**config.mk**
```make
export PLATFORM = sky130hd
export DESIGN_NAME = branch_predictor_bht
export DESIGN_NICKNAME = d
export VERILOG_FILES = /design/src/rtl/bp_pkg.sv /design/src/rtl/bp_sat_ctr2.sv /design/src/rtl/branch_predictor_bht.sv
export SDC_FILE = /design/constraint.sdc
export NUM_CORES = 2
export LEC_CHECK = 0
export BUFFER_PORTS_ARGS = -buffer_cell sky130_fd_sc_hd__buf_4
export CELL_PAD_IN_SITES_DETAIL_PLACEMENT = 1
export CELL_PAD_IN_SITES_GLOBAL_PLACEMENT = 1
export CORE_MARGIN = 5
export CORE_UTILIZATION = 55
export CTS_BUF_LIST = sky130_fd_sc_hd__clkbuf_4
export DETAILED_ROUTE_END_ITERATION = 8
export PLACE_DENSITY = 0.88
export SYNTH_ARGS = -nofsm -noshare
export SYNTH_HDL_FRONTEND = slang
export SYNTH_SLANG_ARGS = --single-unit
```
**constraint.sdc**
```tcl
create_clock -name clk -period 8.1 [get_ports clk]
set_input_delay 0.81 -clock clk [delete_from_list [all_inputs] [get_ports clk]]
set_output_delay 0.81 -clock clk [all_outputs]
set_load 0.01 [all_outputs]
```
**src/rtl/bp_pkg.sv**
```systemverilog
// bp_pkg: shared types and constants for the bimodal branch predictor with BTB.
package bp_pkg;
    typedef logic [1:0] bp_ctr_t;
    localparam bp_ctr_t BP_SNT = 2'b00;
    localparam bp_ctr_t BP_WNT = 2'b01;
    localparam bp_ctr_t BP_WT  = 2'b10;
    localparam bp_ctr_t BP_ST  = 2'b11;
    // Widest tag occurs at the minimum table size of 4 entries (30 - 2).
    localparam int BP_TAG_MAX = 28;
    typedef struct packed {
        logic                  valid;
        logic [BP_TAG_MAX-1:0] tag;
        logic [31:0]           target;
        bp_ctr_t               ctr;
    } bp_entry_t;
    localparam bp_entry_t BP_ENTRY_RST = '{valid: 1'b0, tag: '0, target: '0, ctr: BP_WNT};
endpackage

```
**src/rtl/bp_sat_ctr2.sv**
```systemverilog
// bp_sat_ctr2: next state of a 2-bit saturating taken/not-taken counter.
module bp_sat_ctr2
    import bp_pkg::*;
(
    input  bp_ctr_t ctr_i,
    input  logic    taken_i,
    output bp_ctr_t ctr_o
);
    always_comb begin
        ctr_o = taken_i ? ((ctr_i == BP_ST)  ? BP_ST  : bp_ctr_t'(ctr_i + 2'd1))
                        : ((ctr_i == BP_SNT) ? BP_SNT : bp_ctr_t'(ctr_i - 2'd1));
    end
endmodule

```
**src/rtl/branch_predictor_bht.sv**
```systemverilog
// branch_predictor_bht: bimodal 2-bit counter table with tagged BTB, trained from EX,
// plus saturating branch / misprediction statistics.
module branch_predictor_bht
    import bp_pkg::*;
#(
    parameter int ENTRIES = 16,
    parameter int STAT_W  = 32
) (
    input  logic              clk,
    input  logic              rst_n,
    input  logic [31:0]       pc_IF,
    output logic              prediction_IF,
    output logic [31:0]       target_IF,
    input  logic              branch_EX,
    input  logic [31:0]       pc_EX,
    input  logic              btaken_EX,
    input  logic [31:0]       target_EX,
    input  logic              misprediction,
    input  logic              stall,
    output logic [STAT_W-1:0] branch_cnt,
    output logic [STAT_W-1:0] mispredict_cnt
);
    localparam int IDX = $clog2(ENTRIES);

    bp_entry_t             tbl_q [ENTRIES];
    bp_entry_t             tbl_d [ENTRIES];
    logic [STAT_W-1:0]     branch_cnt_q, branch_cnt_d;
    logic [STAT_W-1:0]     mispredict_cnt_q, mispredict_cnt_d;
    logic [IDX-1:0]        idx_if, idx_ex;
    logic [BP_TAG_MAX-1:0] tag_if, tag_ex;
    bp_entry_t             ent_if, ent_ex;
    logic                  hit_ex, upd;
    bp_ctr_t               ctr_nxt;

    // Tags are stored zero-extended to the package's maximum width.
    assign idx_if = pc_IF[IDX+1:2];
    assign idx_ex = pc_EX[IDX+1:2];
    assign tag_if = BP_TAG_MAX'(pc_IF >> (IDX + 2));
    assign tag_ex = BP_TAG_MAX'(pc_EX >> (IDX + 2));
    assign ent_if = tbl_q[idx_if];
    assign ent_ex = tbl_q[idx_ex];
    assign hit_ex = ent_ex.valid && (ent_ex.tag == tag_ex);
    assign upd    = branch_EX && !stall;

    assign prediction_IF  = ent_if.valid && (ent_if.tag == tag_if) && ent_if.ctr[1];
    assign target_IF      = prediction_IF ? ent_if.target : 32'd0;
    assign branch_cnt     = branch_cnt_q;
    assign mispredict_cnt = mispredict_cnt_q;

    bp_sat_ctr2 u_ctr (
        .ctr_i   (ent_ex.ctr),
        .taken_i (btaken_EX),
        .ctr_o   (ctr_nxt)
    );

    always_comb begin
        tbl_d = tbl_q;
        if (upd && hit_ex) begin
            tbl_d[idx_ex].ctr    = ctr_nxt;
            tbl_d[idx_ex].target = btaken_EX ? target_EX : ent_ex.target;
        end else if (upd && btaken_EX) begin
            tbl_d[idx_ex] = '{valid: 1'b1, tag: tag_ex, target: target_EX, ctr: BP_WT};
        end
        branch_cnt_d     = (upd && branch_cnt_q != '1) ? branch_cnt_q + 1'b1 : branch_cnt_q;
        mispredict_cnt_d = (upd && misprediction && mispredict_cnt_q != '1)
                           ? mispredict_cnt_q + 1'b1 : mispredict_cnt_q;
    end

    always_ff @(posedge clk or negedge rst_n) begin
        if (!rst_n) begin
            for (int k = 0; k < ENTRIES; k++) tbl_q[k] <= BP_ENTRY_RST;
            branch_cnt_q     <= '0;
            mispredict_cnt_q <= '0;
        end else begin
            tbl_q            <= tbl_d;
            branch_cnt_q     <= branch_cnt_d;
            mispredict_cnt_q <= mispredict_cnt_d;
        end
    end
endmodule

```
# == After elaboration in Yosys (flattened, before gate mapping) ==
# Index checks and enable logic that the tools add are counted.
# totals
out_inout_bits,97
ff_bits,1072
in_bits,102
elab_cells,115
# op_classes
order_cmp,3
n_addsub,4
n_reduce_logical,13
n_mux,22
eq_ne,5
n_bitwise,2
# ops
operator,n
$bwmux W1008,3
$mux W1008,2
$demux W63 S4,3
$bmux W63 S4,2
$mux W63,5
$add A32 B1 Y32 const B,2
$mux W32,2
$ne A32 B32 Y1 const B,2
$eq A28 B26 Y1,2
$mux W34,1
$ge A5 B5 Y1 const B,2
$logic_and A1 B1 Y1,10
$not A4 Y5,2
$mux W2,4
$lt A5 B1 Y1 const B,1
$add A2 B1 Y2 const B,1
$eq A2 B2 Y1 const B,1
$logic_not A2 Y1,1
$reduce_bool A2 Y1,1
$sub A2 B1 Y2 const B,1
$logic_not A1 Y1,1

# == Logic depth before layout (Yosys ltp) ==
# depth
word_depth,10
depth_mapped,16
ltp_nobuf,10

# == Hierarchy ==
# From an unflattened synthesis, not the netlist that was laid out.
# unflattened
cells_unflattened,4079
hier_area_um2,57079.7
# modules_own_cells
module,seq_area_each_um2,n_inst,area_per_inst_um2,cells_each
branch_predictor_bht,26045.0,1,57053.5,4076
bp_sat_ctr2,0.0,1,26.3,3

# == Worst setup path before layout ==
# No wires, ideal clock.
# synth_path
path_kind,input to output
startpoint,in pc_IF[2]
endpoint,out target_IF[10]
setup_slack_ps,3188
path_buffers,4
required_time_ps,7290
arrival_time_ps,4102
stages,10
cell_sequence,clkbuf_1 > buf_1 > buf_1 > mux4_2 > mux4_2 > xor2_1 > nor4_1 > nand4_1 > clkbuf_1 > nor2b_1
# synth_between
elab_chain_cells,8
# synth_lines
item,line_no,rtl
from (decl),branch_predictor_bht.sv:11,"input logic [31:0] pc_IF,"
$not A4 Y5 (not written as such) (*),branch_predictor_bht.sv:40,assign ent_if = tbl_q[idx_if];
$bmux W63 S4 (*),branch_predictor_bht.sv:40,
$mux W63 (not written as such) (*) (2 in series),branch_predictor_bht.sv:40,
$eq A28 B26 Y1,branch_predictor_bht.sv:45,assign prediction_IF = ent_if.valid && (ent_if.tag == tag_if) && ent_if.ctr[1];
$logic_and A1 B1 Y1 (2 in series),branch_predictor_bht.sv:45,
$mux W32 (*),branch_predictor_bht.sv:46,assign target_IF = prediction_IF ? ent_if.target : 32'd0;
to (decl),branch_predictor_bht.sv:13,"output logic [31:0] target_IF,"
# Mark *: on every way between the ends. The rest lies on a longest branch, timed or not. The select of a mux whose other input is x is not followed.

# == Final worst setup path ==
# layout_path
startpoint,in pc_IF[2]
endpoint,out target_IF[3]
# Same word-level chain as after synthesis.

==> impl_metrics.py <==
metrics = {
    "clock_network": {
        "clockRootBuffer": "clkbuf_4",
        "cts_setup_buffers": 0,
        "htree_levels": 5,
        "cts_resized": 0,
        "cts_tree": "built",
        "holdBufCountCts": 27,
        "clock_latency_ps": 1200,
        "clkTransAtPathRegs_ps": 60,
        "numCtsBuffers": 299,
        "clockBufferDepth": 4,
        "cts.sinks": 1040,
    },
    "synth": {
        "seq_area_frac_synth_pct": 45.88,
        "syn-cell-area_mm2": 0.05677,
        "postSynthCellCount": 3527,
        "synth_area_leaders": "dfrtp_1 45%, mux4_2 22%, mux2_2 13%",
        "netlist.area_leader.share_pct": 45.14,
        "netlist_top_cells_count": "1024 x dfrtp_1, 648 x mux2_2, 547 x mux4_2",
        "synth-edff-count": 0,
        "synth-seq-cells": 1040,
        "syn_avg_cell_area_um2": 16.10,
        "yosysMostFrequentCell": "dfrtp_1",
        "synthFlopType": "dfrtp_1",
        "yosysTopAreaCell": "dfrtp_1",
        "synth-async-reset-ratio_pct": 100.0,
        "synth.distinct_cells": 74,
        "synth_nets": 3631,
        "yosysWarningCount": 0,
    },
    "power_and_ir_drop": {
        "ir_drop_v": 0.0001812,
        "p_per_area_mw_per_mm2": 222.6,
        "p_clk_share_pct": 35.0,
        "leakagePower_nw": 28.90,
        "internal-power_mw": 9.808,
        "comb_power_share_pct": 18.0,
        "p_switching_mw": 4.065,
        "power.share.switching_pct": 29.30,
        "power_frac_seq_pct": 47.0,
    },
    "timing": {
        "fmax_ghz": 0.1630,
        "setup_tns_ps": 0,
        "worstMarginPinSlew_ps": 1144,
        "setup_viol": 0,
        "min_period_ps": 6136,
        "grt_setup_unrepaired": "no",
        "hold_ws_ps": 142.3,
        "period_share_pct": 75.75,
        "slew_headroom_pct": 23.04,
        "hold_viol_final": 0,
        "finClkSkew_ps": 118.8,
        "slew_violations": 0,
    },
    "global_routing": {
        "grt_max_degree": 157,
        "grt.overflow.total": 0,
        "grt_pass1_wl_um": 270700,
        "grt_pass1_vias": 41325,
        "antenna_found_initial": 8,
        "grt_util_all_layers_pct": 32.16,
    },
    "cells_and_area": {
        "final.fill_count": 9401,
        "layout.cells.non_filler": 5347,
        "area_growth_pct": 9.792,
        "layout-drive-gt1-share_pct": 55.03,
        "final_nets": 3885,
    },
    "critical_path": {
        "reg2reg_depth": 10,
        "crit_top_cell": "buf_4",
        "critical_path_class": "in -> out",
        "critPathCaptureType": "output pin",
        "crit_fanout": 76,
        "start_kind": "primary input",
        "cp.required_ps": 7290,
        "cp_slowest_cell": "buf_8",
        "r2r_end": "tbl_q[451]",
        "crit_path_end": "target_IF[3]",
        "critPathMaxStageDelay_ps": 680,
        "critPathArrivalTime_ps": 5330,
        "r2r-start": "tbl_q[877]",
        "crit_start": "pc_IF[2]",
        "path_cells": "buf_8 > buf_4 > mux4_2 > mux4_2 > xor2_1 > nor4_1 > nand4_1 > buf_4 > nor2b_1 > buf_4",
        "regToRegSetupSlack_ps": 2760,
    },
    "route": {
        "wire_per_inst_um": 33.18,
        "via_per_inst": 6.806,
        "drc": 0,
        "drt-total-wl_um": 177400,
        "drt-initial-drc-count": 3276,
        "vias": 36394,
        "drt_first_pass_iters": 6,
        "drtAntennaViolNets": 0,
    },
    "run": {
        "max_cap_violations": 0,
    },
    "hold_path": {
        "hold_path.class": "in -> reg",
        "hp-start": "target_EX[13]",
    },
    "placement": {
        "dp.cells": 4821,
        "place_congestion": 0.8146,
        "hpwl_um": 99490,
        "portBuffers": 194,
    },
    "floorplanning": {
        "core.rowCount": 117,
        "die_y_um": 331.3,
        "die_area_mm2": 0.1097,
        "core_area_mm2": 0.1022,
        "die_x_um": 331.3,
        "io_pins": 199,
        "initial_utilization_pct": 55.56,
    },
    "outcome": {
        "status": "completed",
    },
}
==> worst min path at each step <==
| stage | depth (start not counted) | to |
|---|---|---|
| CTS | 3 | tbl_q[330] |
| global route | 3 | tbl_q[711] |
| detailed placement | 2 | tbl_q[252] |
| finish | 3 | tbl_q[330] |
| global placement | 1 | tbl_q[188] |
| floorplan | 1 | tbl_q[566] |
==> through the flow <==
step	setup WS (ps)	utilization, %	total power, mW	instance area, um^2
4_1_cts	1884	60.98	13.92	62300
6_report	1964	61.00	13.87	62330
5_1_grt	1796	60.99	14.45	62320
2_1_floorplan	3188	-	8.128	56770
3_3_place_gp	1862	57.28	8.745	58530
3_5_place_dp	1749	57.28	8.987	58530
==> placed cells by master (no fill, tap or decap), drive strengths merged, types with 5 or more instances in the layout <==
cell type	n
dfstp	16
o22ai	7
o21ai	23
and2	14
o211ai	6
clkinv	46
nand2	99
or3	6
nand4	24
xor2	35
nor2b	39
a22oi	22
mux2	973
dlygate4sd3	27
mux4	550
mux2i	65
dfrtp	1024
buf	247
nand2b	20
nor2	45
clkbuf	435
xnor2	82
and3	15
nand3	36
a22o	12
and4	5
inv	27
diode	10
nor3	6
nor4	10
a21oi	12
==> flip-flops by register name (all words and copies together) (netlist names) <==
signal	cells
tbl_q	976
branch_cnt	32
mispredict_cnt	32
==> critical path, delay by kind of cell <==
kind	cells	cell delay, ps
buf+inv	4	1760
simple gates	3	1430
mux	2	1070
xor+xnor	1	190
==> power groups by stage <==
stage | Sequential [mW] | Combinational, mW | Clock (mW)
floorplan | 6.30 | 1.83 | 0
global placement | 6.44 | 2.30 | 0
detailed placement | 6.54 | 2.44 | 0
CTS | 6.48 | 2.50 | 4.94
global route | 6.57 | 2.64 | 5.24
finish | 6.52 | 2.50 | 4.86
==> logic make-up after synthesis <==
group	count (synthesis)	share of synthesized area, %
mux	1588	43.83
buf+inv	341	3.628
xor+xnor	117	1.805
simple gates	327	3.350
compound gates	110	1.435
fa+ha+maj	4	0.07934
flops	1040	45.88
==> final cells by class <==
| type | instances | area, um^2 | area share, % |
|---|---|---|---|
| Inverter | 19 | 73.82 | 0.1184 |
| Clock buffer | 434 | 3258 | 5.227 |
| Multi-Input combinational cell | 2146 | 28670 | 46.00 |
| Tap cell | 1368 | 1712 | 2.746 |
| Antenna cell | 10 | 25.02 | 0.04015 |
| Clock inverter | 55 | 242.7 | 0.3894 |
| Sequential cell | 1040 | 26050 | 41.79 |
| Timing Repair Buffer | 275 | 2301 | 3.692 |
==> metal layers <==
metal  vias to the layer above  share of wire [%]  track usage, %
met4                         4                5.0           16.55
met3                       583                7.3           7.200
met1                     19693                 37           40.20
met5                         -              0.014               0
met2                      1870                 50           53.11
li1                      14244                  -               -
No activity file was read; power rests on OpenSTA's default activity.
